[src/rtl/fpu_seq_ctrl_pkg.sv]
// fpu_seq_ctrl_pkg: state encodings and FP opcode values shared by the FP sequencer files.
package fpu_seq_ctrl_pkg;
  typedef enum logic [2:0] {
    S_IDLE  = 3'd0,
    S_EXEC  = 3'd1,
    S_NORM  = 3'd2,
    S_ROUND = 3'd3,
    S_DONE  = 3'd4
  } state_t;
  localparam logic FP_OP_ADD = 1'b0;
  localparam logic FP_OP_MUL = 1'b1;
endpackage

[src/rtl/fpu_step_counter.sv]
// fpu_step_counter: loadable down-counter with zero flag, holds at zero instead of wrapping.
module fpu_step_counter #(
  parameter int W = 2
) (
  input  logic         clk,
  input  logic         reset,
  input  logic         load,
  input  logic [W-1:0] load_val,
  input  logic         dec,
  output logic [W-1:0] cnt,
  output logic         zero
);
  assign zero = cnt == '0;
  always_ff @(posedge clk)
    if (reset) cnt <= '0;
    else if (load) cnt <= load_val;
    else if (dec && !zero) cnt <= cnt - 1'b1;
endmodule

[src/rtl/fpu_seq_ctrl.sv]
// fpu_seq_ctrl: multi-cycle FP add/mul sequencer (latch, exec, normalize, round); FPU_ZERO_BYPASS_EN adds an FMUL zero-operand shortcut.
module fpu_seq_ctrl
  import fpu_seq_ctrl_pkg::*;
#(
  parameter int MUL_CYC  = 3,
  parameter int NORM_MAX = 24
) (
  input  logic clk,
  input  logic reset,
  input  logic Start,
  input  logic FpOp,
  input  logic OpAZero,
  input  logic OpBZero,
  input  logic NormDone,
  output logic Stall,
  output logic LatchOps,
  output logic ExecEn,
  output logic NormShift,
  output logic RoundEn,
  output logic ResultValid,
  output logic ZeroOut,
  output logic Exc
);
  localparam int CW = $clog2(MUL_CYC + 1);
  localparam int NW = $clog2(NORM_MAX + 1);
  state_t state;
  logic op_q, exc_q, rst_d, go, byp, cnt_zero;
  logic [CW-1:0] cnt;
  logic [NW-1:0] ncnt;
  // The first cycle after reset is held quiet, so a Start there is not accepted.
  assign go = state == S_IDLE && Start && !rst_d;
`ifdef FPU_ZERO_BYPASS_EN
  logic zero_q;
  assign byp = go && FpOp == FP_OP_MUL && (OpAZero || OpBZero);
  assign ZeroOut = ResultValid && zero_q;
  logic unused_ops;
  assign unused_ops = op_q;
`else
  assign byp = 1'b0;
  assign ZeroOut = 1'b0;
  logic unused_ops;
  assign unused_ops = ^{op_q, OpAZero, OpBZero};
`endif
  fpu_step_counter #(.W(CW)) u_exec_cnt (
    .clk(clk),
    .reset(reset),
    .load(go),
    .load_val(CW'((FpOp == FP_OP_MUL ? MUL_CYC : 1) - 1)),
    .dec(state == S_EXEC),
    .cnt(cnt),
    .zero(cnt_zero)
  );
  always_ff @(posedge clk) begin
    if (reset) begin
      state <= S_IDLE;
      op_q <= 1'b0;
      exc_q <= 1'b0;
      ncnt <= '0;
      rst_d <= 1'b1;
`ifdef FPU_ZERO_BYPASS_EN
      zero_q <= 1'b0;
`endif
    end else begin
      rst_d <= 1'b0;
      case (state)
        S_IDLE: if (go) begin
          op_q <= FpOp;
          state <= byp ? S_DONE : S_EXEC;
`ifdef FPU_ZERO_BYPASS_EN
          zero_q <= byp;
`endif
        end
        S_EXEC: if (cnt_zero) begin
          state <= S_NORM;
          ncnt <= '0;
        end
        S_NORM:
          if (NormDone) state <= S_ROUND;
          else if (ncnt == NW'(NORM_MAX - 1)) begin
            exc_q <= 1'b1;
            state <= S_ROUND;
          end else ncnt <= ncnt + 1'b1;
        S_ROUND: state <= S_DONE;
        S_DONE: begin
          state <= S_IDLE;
          exc_q <= 1'b0;
`ifdef FPU_ZERO_BYPASS_EN
          zero_q <= 1'b0;
`endif
        end
        default: state <= S_IDLE;
      endcase
    end
  end
  assign Stall = !reset && (state == S_IDLE ? go : state != S_DONE);
  assign LatchOps = !reset && go;
  assign ExecEn = !reset && state == S_EXEC;
  assign NormShift = !reset && state == S_NORM && !NormDone;
  assign RoundEn = !reset && state == S_ROUND;
  assign ResultValid = !reset && state == S_DONE;
  assign Exc = ResultValid && exc_q;
endmodule

[config.mk]
export PLATFORM = sky130hd
export DESIGN_NAME = fpu_seq_ctrl
export DESIGN_NICKNAME = d
export VERILOG_FILES = /design/src/rtl/fpu_seq_ctrl_pkg.sv /design/src/rtl/fpu_step_counter.sv /design/src/rtl/fpu_seq_ctrl.sv
export SDC_FILE = /design/constraint.sdc
export NUM_CORES = 1
export LEC_CHECK = 0
export ABC_AREA = 1
export BUFFER_PORTS_ARGS = -buffer_cell sky130_fd_sc_hd__buf_4
export CORE_UTILIZATION = 40
export CTS_CLUSTER_SIZE = 10
export DETAILED_ROUTE_END_ITERATION = 12
export HOLD_SLACK_MARGIN = 0.08
export PLACE_DENSITY_LB_ADDON = 0.15
export SLEW_MARGIN = 20
export SYNTH_ARGS = -nofsm -noshare
export SYNTH_HDL_FRONTEND = slang
export SYNTH_SLANG_ARGS = --single-unit
[constraint.sdc]
create_clock -name clk -period 2.05 [get_ports clk]
set_input_delay 0.1025 -clock clk [delete_from_list [all_inputs] [get_ports clk]]
set_output_delay 0.1025 -clock clk [all_outputs]
set_load 0.005 [all_outputs]
==> results.md <==
* Status: finished, violations left
* Violated checks: design-rule violations
* First-pass GRT wire length at about 2.4 mm
* Pre-CTS WS at around 0.67 ns
* Total negative slack at 0 ns
* Drt first pass iters at 8
* Startpoint Class: flip-flop
* Leakage power at around 0.36 nW
* Starting DRC count in detailed routing at 9
* Vias in the first global route at roughly 560
* Fill cells at ~160
* Ports at 15
* PortBufs at 11
* Largest area contributor in the netlist: dfxtp_1
* MaxCap Viol Count at 0
* Hold WS at approximately 0.12 ns
* DRC at 1
* Final WL at 1.43 mm
* H-tree depth at 1
* FF+latch count, synth at 12
* Routed vias at ~650
* Register area at between 200 and 250 sq um
* Max Freq at between 700 and 800 MHz
* Peak supply drop at between 300 and 400 uV
* Clk Latency, worst-skew pair at between 0.2 and 0.3 ns
* Main combinational cell family by area after synthesis: simple AND/OR/NAND/NOR gates
* Global route overflow at 0
* Top cells by area, synth: dfxtp_1 35%, nand3_1 9.4%, nand2_1 9.2%
* Largest net degree at the start of global routing at 17
* Initial Util at approximately 45%
* Commonest non-fill, non-tap cells in the layout: 17 x nor2_1, 17 x nand2_1, 13 x nand3_1
* Setup WS post-layout at 0.646 ns
* Post-synthesis compound-gate area fraction at 5.76%
* Die Footprint at around 1900 sq um
* Vias per std cell at just under 5
* Crit path time final at 1.40 ns
* Worst path arrival time at ~1.6 ns
* Final setup fails at 0
* Crit Path Class: flip-flop to flip-flop
* Post_cts resized at 0
* GRT busiest layer: met1
* Worst Path Max Fanout at 6
* Die W at ~44 um
* Post-synthesis simple-gate area fraction at around half
* Post-DR wirelength/cell at 10.8 um
* RD Place Congestion at 0.738
* All-Layer GR Usage at 16.9%
* Final number of hold-violating endpoints at 0
* Post-synthesis adder-cell area fraction at under 10%
* M3 GR Usage at roughly 2.5%
* # rows at 14
* CTS Buffer Depth at 2
* RSZ-0062 raised after global routing: false
* Synth-to-layout area growth at 19.2%
* CTS Root Cell: clkbuf_4
* Fraction of layout cells with a size suffix above 1 at approximately a quarter
* Sequential fraction of the synthesis area at roughly a third
* Die height at 43.7 um
* Worst setup EP type: flip-flop
* CTS clock-pin slew for the worst setup and hold paths at around 0.08 ns
* Clk sinks at 12
* Hold Path Class: input pin to flip-flop
* Synthesis Warnings at 0
* Met2 Use GR at 23.0%
* Worst Path Required at about 2.2 ns
* Core box area at between 1500 and 2000 sq um
* Synth Instances at between 100 and 150
* Post-synthesis mux area share at 0%
* Final net count at 126
* DPL Wire Length at 969 um
* XOR/XNOR Fraction of Synth Area at 0%
* Initial antenna violation count at 0
* Crit share post-route at 68.5%
* TritonCTS clock tree: built
* Synth unique cells at 21
* Number of buffers inserted during clock tree synthesis at 3
* Post-DRT Antenna Nets at 0
* Slew Limit Fails at 0
* PD cells at approximately 650 nW/um^2
* Setup Skew at 0.00551 ns
* Routing usage on met1 at 25.1%
* Top cell type's share of synthesized area at 34.5%
* Cell area after synthesis at between 600 and 700 sq um
* Ant diodes at 0
* Postcts setup bufs at 0
* Syn avg cell area at slightly below 7 sq um
* Footprint of the multi-input gates at 399 sq um
* Syn_nets at 110
-- registers in the layout (all words and copies together), names as in the netlist --
register / count
rst_d: 1
state: 3
u_exec_cnt.cnt: 2
ncnt: 5
exc_q: 1
-- through the flow --
step / power [mW] / instances / utilization, % / instance area [sq um]
after global placement: 0.391 / 127 / 50.5 / 787
after CTS: 0.545 / 132 / 53.2 / 830
after floorplan: 0.358 / 102 / - / 696
after detailed placement: 0.392 / 127 / 50.5 / 787
final: 0.538 / 132 / 53.2 / 830
after global routing: 0.567 / 132 / 53.2 / 830
-- cell families (layout without fill, tap and decap cells) --
kind of cell | count (synthesis) | in the layout
AND/OR/NAND/NOR | 66 | 66
buffers and inverters | 14 | 28
flip-flops | 12 | 12
AO/OA/AOI/OAI | 8 | 8
adder cells (fa/ha/maj) | 1 | 1
other | 1 | 1
-- cell type report --
class	count	share of cell area [%]
flip-flops and latches	12	29.0
multi-input cells	76	48.1
inverters	12	5.43
well taps	16	2.41
clock buffers	3	2.71
repair buffers	13	12.4
-- report_power, final --
group	switching, mW	internal, mW	total (mW)
logic	0.0825	0.0504	0.133
registers	0.0115	0.245	0.256
clock network	0.0807	0.0680	0.149
-- per-layer routing --
layer	vias to the layer above	part of all wire, %
met1	275	56
met3	4	3.9
met4	0	1.2
met2	13	39
met5	-	0
li1	359	-
-- what timing repair did --
action                                 in CTS  in global routing
endpoints found under the hold margin       2                  0
setup endpoints to repair                   0                  0
hold buffers                                2                  0
-- Yosys cell counts --
cell,n
nor2_2,2
buf_4,1
inv_1,9
nor3b_1,1
nand3_2,1
nor2_4,3
nor4_1,2
nor3_1,3
inv_2,3
nand2_2,2
clkbuf_1,1
ha_1,1
a21oi_1,7
nor2_1,17
o21ai_0,1
nand2_1,17
nand2_4,3
nand4_1,2
nand3_1,13
conb_1,1
dfxtp_1,12
-- critical path, cell delays in order (launching register included) --
cell and delay [ns]:
dfxtp_1 0.40, ha_1 0.24, nand2_1 0.07, inv_1 0.07
nand2_1 0.10, nand2_2 0.10, nand2_4 0.07, nand2_4 0.10
nand2_2 0.04, nand2_1 0.06, nor2_2 0.03
-- final timing paths --
check | start | slack, ns | cells past startpoint | endpoint
setup reg to reg | ncnt[0] | 0.65 | 10 | ncnt[1]
setup / recovery | ncnt[0] | 0.65 | 10 | ncnt[1]
hold reg to reg | exc_q | 0.48 | 2 | exc_q
hold / removal | NormDone | 0.12 | 4 | exc_q
Power figures use the tool's default switching activity.
